$ cat config.mk
export PLATFORM = sky130hd
export DESIGN_NAME = matmul_seq_ctrl
export DESIGN_NICKNAME = d
export VERILOG_FILES = /design/src/rtl/matmul_pkg.sv /design/src/rtl/mac_unit.sv /design/src/rtl/matmul_seq_ctrl.sv
export SDC_FILE = /design/constraint.sdc
export NUM_CORES = 1
export LEC_CHECK = 0
export CELL_PAD_IN_SITES_DETAIL_PLACEMENT = 1
export CELL_PAD_IN_SITES_GLOBAL_PLACEMENT = 2
export CORE_MARGIN = 2
export CORE_UTILIZATION = 40
export CTS_BUF_LIST = sky130_fd_sc_hd__clkbuf_8
export CTS_CLUSTER_SIZE = 20
export DETAILED_ROUTE_END_ITERATION = 10
export GPL_TIMING_DRIVEN = 0
export PLACE_DENSITY_LB_ADDON = 0.1
export SYNTH_ARGS = -nofsm -noshare
export SYNTH_HDL_FRONTEND = slang
export SYNTH_HIERARCHICAL = 1
export SYNTH_SLANG_ARGS = --single-unit
export TNS_END_PERCENT = 30
$ cat constraint.sdc
create_clock -name clk -period 9.8 [get_ports clk]
set_input_delay 1.47 -clock clk [delete_from_list [all_inputs] [get_ports clk]]
set_output_delay 1.47 -clock clk [all_outputs]
set_load 0.005 [all_outputs]
$ cat src/rtl/matmul_pkg.sv
`default_nettype none
// ============================================================================
// Module      : matmul_pkg
// Description : Shared types and helpers for the matrix multiplier family:
//               controller state encoding and output width calculation.
// Revision    : 1.0 - initial release
// ============================================================================
package matmul_pkg;

    // Controller states: load m1, load m2, accumulate one element, present it
    typedef enum logic [1:0] {
        LOAD_A = 2'd0,
        LOAD_B = 2'd1,
        MAC    = 2'd2,
        OUT    = 2'd3
    } state_t;

    // Width needed to hold a sum of n products of two bit_size-wide operands
    function automatic int out_m_bit_size(input int bit_size, input int n);
        return 2 * bit_size + $clog2(n);
    endfunction

endpackage
`default_nettype wire

$ cat src/rtl/mac_unit.sv
`default_nettype none
// ============================================================================
// Module      : mac_unit
// Description : Registered unsigned multiply-accumulate. clr wins over en.
// Revision    : 1.0 - initial release
// ============================================================================
module mac_unit
    import matmul_pkg::*;
#(
    parameter int BIT_SIZE       = 8,
    parameter int OUT_M_BIT_SIZE = out_m_bit_size(8, 3)
) (
    input  logic                      clk,
    input  logic                      n_rst,
    input  logic                      clr,
    input  logic                      en,
    input  logic [BIT_SIZE-1:0]       x,
    input  logic [BIT_SIZE-1:0]       y,
    output logic [OUT_M_BIT_SIZE-1:0] acc
);

    logic [2*BIT_SIZE-1:0] prod;

    assign prod = x * y;

    // Accumulator: cleared by reset or clr, otherwise adds the product when enabled
    always_ff @(posedge clk) begin
        if (!n_rst || clr) begin
            acc <= '0;
        end else if (en) begin
            acc <= acc + OUT_M_BIT_SIZE'(prod);
        end
    end

endmodule
`default_nettype wire

$ cat src/rtl/matmul_seq_ctrl.sv
`default_nettype none
// ============================================================================
// Module      : matmul_seq_ctrl
// Description : Sequential N x N unsigned matrix multiplier. Loads m1 and m2
//               as a row-major stream, computes each result element with one
//               shared MAC over N cycles, streams the result row-major.
// Revision    : 1.0 - initial release
// ============================================================================
module matmul_seq_ctrl
    import matmul_pkg::*;
#(
    parameter int BIT_SIZE       = 8,
    parameter int ROW_COL_SIZE   = 3,
    parameter int OUT_M_BIT_SIZE = out_m_bit_size(BIT_SIZE, ROW_COL_SIZE),
    parameter int IDX_W          = $clog2(ROW_COL_SIZE * ROW_COL_SIZE * 2)
) (
    input  logic                      clk,
    input  logic                      n_rst,
    input  logic                      in_valid,
    output logic                      in_ready,
    input  logic [BIT_SIZE-1:0]       in_data,
    output logic                      out_valid,
    input  logic                      out_ready,
    output logic [OUT_M_BIT_SIZE-1:0] out_data,
    output logic                      out_last,
    output logic                      busy
);

    localparam int NN   = ROW_COL_SIZE * ROW_COL_SIZE;
    localparam int AW   = $clog2(NN);
    localparam int RC_W = $clog2(ROW_COL_SIZE);
    localparam logic [IDX_W-1:0] LAST_IDX = IDX_W'(NN - 1);
    localparam logic [RC_W-1:0]  LAST_RC  = RC_W'(ROW_COL_SIZE - 1);

    state_t state, state_d;
    logic [IDX_W-1:0] idx, idx_d;
    logic [RC_W-1:0]  r, r_d, c, c_d, k, k_d;
    logic             wr_a, wr_b, mac_clr, mac_en;

    logic [BIT_SIZE-1:0] a_buf [NN];
    logic [BIT_SIZE-1:0] b_buf [NN];
    logic [AW-1:0]       a_addr, b_addr;
    logic [OUT_M_BIT_SIZE-1:0] acc;

    // a[r][k] and b[k][c] in row-major flat buffers
    assign a_addr = AW'(r) * AW'(ROW_COL_SIZE) + AW'(k);
    assign b_addr = AW'(k) * AW'(ROW_COL_SIZE) + AW'(c);

    // The accumulator holds the finished sum for the whole OUT state
    assign out_data = (state == OUT) ? acc : '0;
    assign busy     = !((state == LOAD_A) && (idx == '0));

    mac_unit #(
        .BIT_SIZE       (BIT_SIZE),
        .OUT_M_BIT_SIZE (OUT_M_BIT_SIZE)
    ) u_mac (
        .clk   (clk),
        .n_rst (n_rst),
        .clr   (mac_clr),
        .en    (mac_en),
        .x     (a_buf[a_addr]),
        .y     (b_buf[b_addr]),
        .acc   (acc)
    );

    // Operand buffers; contents are don't-care after reset
    always_ff @(posedge clk) begin
        if (wr_a) a_buf[idx[AW-1:0]] <= in_data;
        if (wr_b) b_buf[idx[AW-1:0]] <= in_data;
    end

    // State and counter registers
    always_ff @(posedge clk) begin
        if (!n_rst) begin
            state <= LOAD_A;
            idx   <= '0;
            r     <= '0;
            c     <= '0;
            k     <= '0;
        end else begin
            state <= state_d;
            idx   <= idx_d;
            r     <= r_d;
            c     <= c_d;
            k     <= k_d;
        end
    end

    // Next-state, counter updates and handshake outputs
    always_comb begin
        state_d   = state;
        idx_d     = idx;
        r_d       = r;
        c_d       = c;
        k_d       = k;
        in_ready  = 1'b0;
        out_valid = 1'b0;
        out_last  = 1'b0;
        wr_a      = 1'b0;
        wr_b      = 1'b0;
        mac_clr   = 1'b0;
        mac_en    = 1'b0;
        unique case (state)
            LOAD_A: begin
                in_ready = 1'b1;
                mac_clr  = 1'b1;
                if (in_valid) begin
                    wr_a = 1'b1;
                    if (idx == LAST_IDX) begin
                        idx_d   = '0;
                        state_d = LOAD_B;
                    end else begin
                        idx_d = idx + IDX_W'(1);
                    end
                end
            end
            LOAD_B: begin
                in_ready = 1'b1;
                mac_clr  = 1'b1;
                if (in_valid) begin
                    wr_b = 1'b1;
                    if (idx == LAST_IDX) begin
                        idx_d   = '0;
                        r_d     = '0;
                        c_d     = '0;
                        k_d     = '0;
                        state_d = MAC;
                    end else begin
                        idx_d = idx + IDX_W'(1);
                    end
                end
            end
            MAC: begin
                mac_en = 1'b1;
                if (k == LAST_RC) begin
                    k_d     = '0;
                    state_d = OUT;
                end else begin
                    k_d = k + RC_W'(1);
                end
            end
            OUT: begin
                out_valid = 1'b1;
                out_last  = (r == LAST_RC) && (c == LAST_RC);
                if (out_ready) begin
                    mac_clr = 1'b1;
                    k_d     = '0;
                    if (out_last) begin
                        idx_d   = '0;
                        r_d     = '0;
                        c_d     = '0;
                        state_d = LOAD_A;
                    end else begin
                        state_d = MAC;
                        if (c == LAST_RC) begin
                            c_d = '0;
                            r_d = r + RC_W'(1);
                        end else begin
                            c_d = c + RC_W'(1);
                        end
                    end
                end
            end
            default: state_d = LOAD_A;
        endcase
    end

endmodule
`default_nettype wire
==> results of run 1 <==
-- cell type report --
type,instances,area share
tap,324,0.03621
buffer,33,0.01833
timing repair buffer,33,0.02951
inverter,108,0.03621
clock inverter,15,0.01844
clock buffer,17,0.02090
multi-input combinational,461,0.3987
sequential,175,0.4417
-- cell usage after synthesis, drive strengths merged (6+ instances only) --
| cell type | number | area (sq um) |
|---|---|---|
| dfxtp | 31 | 620.6 |
| o21ai | 8 | 43.79 |
| mux4 | 32 | 765.7 |
| inv | 108 | 405.4 |
| edfxtp | 144 | 4324 |
| mux2i | 34 | 340.3 |
| fa | 54 | 1081 |
| ha | 52 | 650.6 |
| nor2 | 45 | 168.9 |
| nand3b | 6 | 48.80 |
| nand2 | 49 | 183.9 |
| buf | 17 | 145.1 |
| and3 | 19 | 120.1 |
| xnor2 | 8 | 70.07 |
| a21o | 6 | 45.04 |
| and2 | 47 | 294.0 |
| o211ai | 7 | 52.55 |
| nand3 | 9 | 50.05 |
| a21oi | 38 | 193.9 |
| clkbuf | 16 | 60.06 |
-- logic make-up after synthesis --
logic type	Yosys count	share of synthesized area
flops	175	0.4936
xor+xnor	10	0.008743
simple gates	203	0.1065
buf+inv	141	0.06095
mux	66	0.1104
fa+ha+maj	106	0.1728
compound gates	76	0.04696
-- per-layer routing --
layer / vias up / track usage / wire, um
li1: 2812 / - / -
met1: 3137 / 0.2662 / 11180
met4: 0 / 0.04103 / 145
met3: 7 / 0.02962 / 816
met2: 84 / 0.3130 / 11540
met5: - / 0 / 0
-- worst max-delay path, cell delays in order (launching register included) --
cell and delay, ns:
dfxtp_1 0.46, inv_1 0.14, fa_1 0.46, inv_1 0.06, ha_1 0.13, inv_1 0.05, fa_1 0.54, buf_2 0.23
buf_2 0.31, mux4_2 0.29, mux2i_1 0.10, a21oi_1 0.60, nand2_1 0.20, fa_1 0.53, fa_1 0.49, inv_1 0.06
fa_1 0.53, inv_1 0.05, fa_1 0.53, inv_1 0.04, ha_1 0.34, nand2_1 0.10, o21ai_0 0.53, nand3_1 0.16
a21boi_0 0.29, mux2i_1 0.23, o311ai_0 0.15
-- power breakdown --
part           internal (mW)  switching (mW)  total (mW)  leakage [nW]
logic                  0.119           0.171       0.290          2.50
registers              0.810         0.00217       0.812          1.55
clock network          0.203           0.342       0.545         0.207
total                   1.13           0.516        1.65          4.25
-- sequential cells by signal (all words and copies together), names as in the netlist --
signal / count
a_buf: 72
c: 2
state: 2
k: 2
u_mac/acc: 18
r: 2
idx: 5
b_buf: 72
-- worst max path at each step --
stage / from / to / slack [ns]
finish: k[0]$_SDFFE_PN0P_ / u_mac/acc[14]$_SDFFE_PP0P_ / 2.05
global route: k[0]$_SDFFE_PN0P_ / u_mac/acc[14]$_SDFFE_PP0P_ / 1.47
CTS: k[0]$_SDFFE_PN0P_ / u_mac/acc[14]$_SDFFE_PP0P_ / 1.95
detailed placement: k[0]$_SDFFE_PN0P_ / u_mac/acc[14]$_SDFFE_PP0P_ / 1.98
global placement: k[0]$_SDFFE_PN0P_ / u_mac/acc[14]$_SDFFE_PP0P_ / 2.10
floorplan: k[0]$_SDFFE_PN0P_ / u_mac/acc[14]$_SDFFE_PP0P_ / 3.41
-- metrics by stage --
step | hold WS [ns] | util
2_1_floorplan | 0.4515 | -
3_3_place_gp | 0.4671 | 0.4396
3_5_place_dp | 0.4827 | 0.4396
4_1_cts | 0.4996 | 0.4576
5_1_grt | 0.5133 | 0.4576
6_report | 0.4998 | 0.4576
==> flow_metrics.tcl, run 1 <==
set metrics [dict create \
    gp_congestion 0.7530 \
    syn_area_per_cell_sq_um 12.89 \
    most-common-layout-cells "144 x edfxtp_1, 108 x inv_1, 54 x fa_1" \
    finalInstanceArea_sq_um 11190 \
    ys_ff_latch 175 \
    path_class "reg -> reg" \
    hp-class "reg -> reg" \
    setup_slack_ns 2.050 \
    r2r_setup_slack_ns 2.05 \
    fin_crit_ns 7.750 \
    ys.warnings.count 6 \
    ys_async_sr_fraction 0 \
    min_to "r[1]$_SDFFE_PN0P_" \
    drive_above_1_share 0.09026 \
    cts_tree "done" \
    cts_max_path_buffers 2 \
    cp_data_required_time_ns 10.14 \
    cts_resized 0 \
    worst_slew_pin_slew_ns 0.9654 \
    ys.flop_type "edfxtp_1" \
    synth_edf_count 144 \
    cts_hold_buf 0 \
    syn2layout_area_growth_pct 11.74 \
    worstSkewPairLatency_ns 0.47 \
    status "complete, no violations" \
    ios 34 \
    r2r-end "u_mac/acc[14]$_SDFFE_PP0P_" \
    fin_nets 947 \
    fin_setup_tns_ns 0 \
    grt_pass1_wl_mm 37.56 \
    p_leak_nw 4.255 \
    drtIter0Drc 362 \
    post_cts_buffers 0 \
    antenna_found_initial 1 \
    die_y_um 162.3 \
    totalWireLength_mm 23.68 \
    end_kind "register" \
    grt_usage 0.1895 \
    dpl.hpwl_mm 17.50 \
    cts.sinks 175 \
    avgRoutedWirePerCell_um 20.31 \
    cts_buffers 17 \
    start_kind "register" \
    ff2ff_path_depth 26 \
    layout_commonest_cell "edfxtp_1" \
    peakVddDrop_uv 67.74 \
    first_pass_iters 4 \
    port_buffers 33 \
    dp.cells 1134 \
    synth_cell_types 57 \
    post-place-ws_ns 1.976 \
    maxSlewHeadroom 0.3541 \
    setup_viol 0 \
    skew_ns 0.02366 \
    ant_nets 0 \
    multiInputGateArea_sq_um 4463 \
    vias_per_cell 5.180 \
    grt-ovfl-total 0 \
    num_rows 57 \
    min_from "r[1]$_SDFFE_PN0P_" \
    worstHoldPathCells 2 \
    start_util 0.4095 \
    cp.arrival_ns 8.09 \
    n_fill_cell 2547 \
    drc 0 \
    core_area_sq_um 24460 \
    dieArea_sq_um 26330 \
    drv_slew 0 \
    diodes 0 \
    seq_area_frac_synth 0.4936 \
    die_w_um 162.3 \
    cts_root_buffer "clkbuf_8" \
    p_per_area_nw_per_um2 147.2 \
    grt_pass1_vias 6678 \
    rsz0062_at_grt "no" \
    synthCells 777 \
    grt_max_degree 22 \
    fin_total_pwr_mw 1.648 \
    cap_violations 0 \
    min_period_over_period 0.7908 \
    clk_pin_slew_ns 0.12 \
    fmax_mhz 129.0 \
    final-hold-violation-count 0 \
    r2r-start "k[0]$_SDFFE_PN0P_" \
    place_area_sq_um 10750 \
    synth_area_sq_um 10020 \
    seq_area_sq_um 4945 \
    cts-htree-levels 4 \
    dr_total_vias 6040 \
    cp_max_fo 10 \
    synth_fp_nets 895 \
    final_cells 1166 \
]
(Power assumes the default switching activity.)
==> run 2, diff against run 1 <==
clock period = 6.95 ns   (was 9.8 ns; I/O delays follow)
==> run 2 against run 1 <==
  * Combinational power grew 63%
  * Core utilization grew 1.6 points
  * Design area grew 3.5%
  * Via count is 0.78% higher
  * Clock skew increased by 0.0050 ns
  * Worst hold slack got worse by 0.021 ns
  * Routed wire length grew 0.31%
  * Global-route usage is 0.085 points higher
  * Largest cell class unchanged
  * Highest routed layer unchanged
==> flow_metrics.tcl, run 2 (same netlist as run 1, synthesis figures left out) <==
set metrics [dict create \
    status "complete, no violations" \
    grt_max_degree 22 \
    gp_congestion 0.7530 \
    max_stage_delay_ns 0.54 \
    cp_data_required_time_ns 7.37 \
    p_per_area_nw_per_um2 206.3 \
    drive_above_1_share 0.1545 \
    worstSkewPairLatency_ns 0.48 \
    antenna_found_initial 1 \
    fmax_mhz 150.5 \
    syn2layout_area_growth_pct 15.62 \
    cp_slowest_cell "fa_1" \
    skew_ns 0.02863 \
    worst_slew_pin_slew_ns 0.9622 \
    r2r-end "u_mac/acc[17]$_SDFFE_PP0P_" \
    dpl.hpwl_mm 17.50 \
    layout_commonest_cell "edfxtp_1" \
    ios 34 \
    start_kind "register" \
    drc 0 \
    ant_nets 0 \
    grt_pass1_vias 6703 \
    fin_total_pwr_mw 2.390 \
    fin_nets 953 \
    drtIter0Drc 335 \
    dieArea_sq_um 26330 \
    die_y_um 162.3 \
    grt-ovfl-total 0 \
    clk_pin_slew_ns 0.13 \
    end_kind "register" \
    grt_usage 0.1903 \
    cpLargestDelayFamily "adder cells" \
    cap_violations 0 \
    final-hold-violation-count 0 \
    most-common-layout-cells "144 x edfxtp_1, 106 x inv_1, 53 x fa_1" \
    cp_max_fo 10 \
    p_leak_nw 4.373 \
    num_rows 57 \
    cp.depth 28 \
    ff2ff_path_depth 28 \
    first_pass_iters 5 \
    dr_total_vias 6087 \
    cts_root_buffer "clkbuf_8" \
    drv_slew 0 \
    cts_buffers 17 \
    avgRoutedWirePerCell_um 20.25 \
    cp_num_buf_inv 9 \
    setup_viol 0 \
    cts_tree "done" \
    peakVddDrop_uv 95.09 \
    hp-class "reg -> reg" \
    n_fill_cell 2535 \
    grt_pass1_wl_mm 37.78 \
    core_area_sq_um 24460 \
    port_buffers 33 \
    crit_path_start "r[0]$_SDFFE_PN0P_" \
    r2r-start "r[0]$_SDFFE_PN0P_" \
    start_util 0.4095 \
    critical_path.endpoint "u_mac/acc[17]$_SDFFE_PP0P_" \
    cts_hold_buf 0 \
    fin_crit_ns 6.643 \
    cp.arrival_ns 7.06 \
    cts.sinks 175 \
    totalWireLength_mm 23.76 \
    die_w_um 162.3 \
    cts-htree-levels 4 \
    path_class "reg -> reg" \
    fin_setup_tns_ns 0 \
    maxSlewHeadroom 0.3562 \
    r2r_setup_slack_ns 0.31 \
    cts_max_path_buffers 2 \
    vias_per_cell 5.189 \
    min_period_over_period 0.9558 \
]
run 2: cell types whose count changed in the layout (fill, tap and decap cells not counted), moves of 6 or more:
cell / previous run / this run
mux2i_1: 34 / 22
a21oi_4: 0 / 10
mux2i_2: 0 / 8
a21oi_2: 1 / 7
buf_4: 3 / 12
a21oi_1: 37 / 21
run 2: repair_timing:
action | CTS | global route
endpoints found under the setup margin | 10 | 8
pin swaps | 2 | 8
gates resized for setup | 42 | 41
setup buffers | 4 | 3
run 2: worst min path at each step:
stage                                  from                end  slack, ns  cells past startpoint
after detailed placement  r[1]$_SDFFE_PN0P_  r[1]$_SDFFE_PN0P_       0.48                      2
after global placement    r[1]$_SDFFE_PN0P_  r[1]$_SDFFE_PN0P_       0.47                      2
final                     r[0]$_SDFFE_PN0P_  r[0]$_SDFFE_PN0P_       0.48                      2
after floorplan           r[1]$_SDFFE_PN0P_  r[1]$_SDFFE_PN0P_       0.45                      2
after global routing      r[1]$_SDFFE_PN0P_  r[1]$_SDFFE_PN0P_       0.50                      2
after CTS                 r[1]$_SDFFE_PN0P_  r[1]$_SDFFE_PN0P_       0.50                      2
run 2: power by group:
group	total [mW]	internal, mW	switching (mW)
registers	1.14	1.14	0.00295
logic	0.473	0.204	0.269
clock network	0.772	0.287	0.485
run 2: worst min-delay path, stage by stage, from the launching register on:
cell and delay (ns):
dfxtp_2 0.35, nand2_1 0.05, mux2i_1 0.05
run 2: routing by layer:
layer / part of all wire / track usage / up-vias / wire [um]
met5: 0 / 0 / - / 0
met4: 0.0077 / 0.04103 / 0 / 183
met3: 0.027 / 0.02962 / 11 / 641
met1: 0.48 / 0.2683 / 3142 / 11390
li1: - / - / 2838 / -
met2: 0.49 / 0.3135 / 96 / 11540
run 2: through the flow:
step           cell area (sq um)    util  hold WS (ns)  std cells  worst slack [ns]
2_1_floorplan              10020       -        0.4515        777            0.5634
3_3_place_gp               10750  0.4396        0.4671       1134           -0.7475
3_5_place_dp               10750  0.4396        0.4827       1134           -0.8744
4_1_cts                    11390  0.4656        0.4996       1170           0.03184
5_1_grt                    11580  0.4734        0.4977       1172         -0.004221
6_report                   11580  0.4735        0.4789       1173            0.3072
run 2: area by class of cell:
type | count | area, sq um | share of cell area
multi-input combinational | 461 | 4763 | 0.4112
timing repair buffer | 40 | 382.9 | 0.03305
clock inverter | 15 | 206.4 | 0.01782
buffer | 32 | 232.7 | 0.02009
clock buffer | 17 | 234.0 | 0.02020
tap | 324 | 405.4 | 0.03500
sequential | 175 | 4951 | 0.4274
antenna | 1 | 2.502 | 0.0002160
inverter | 108 | 405.4 | 0.03500
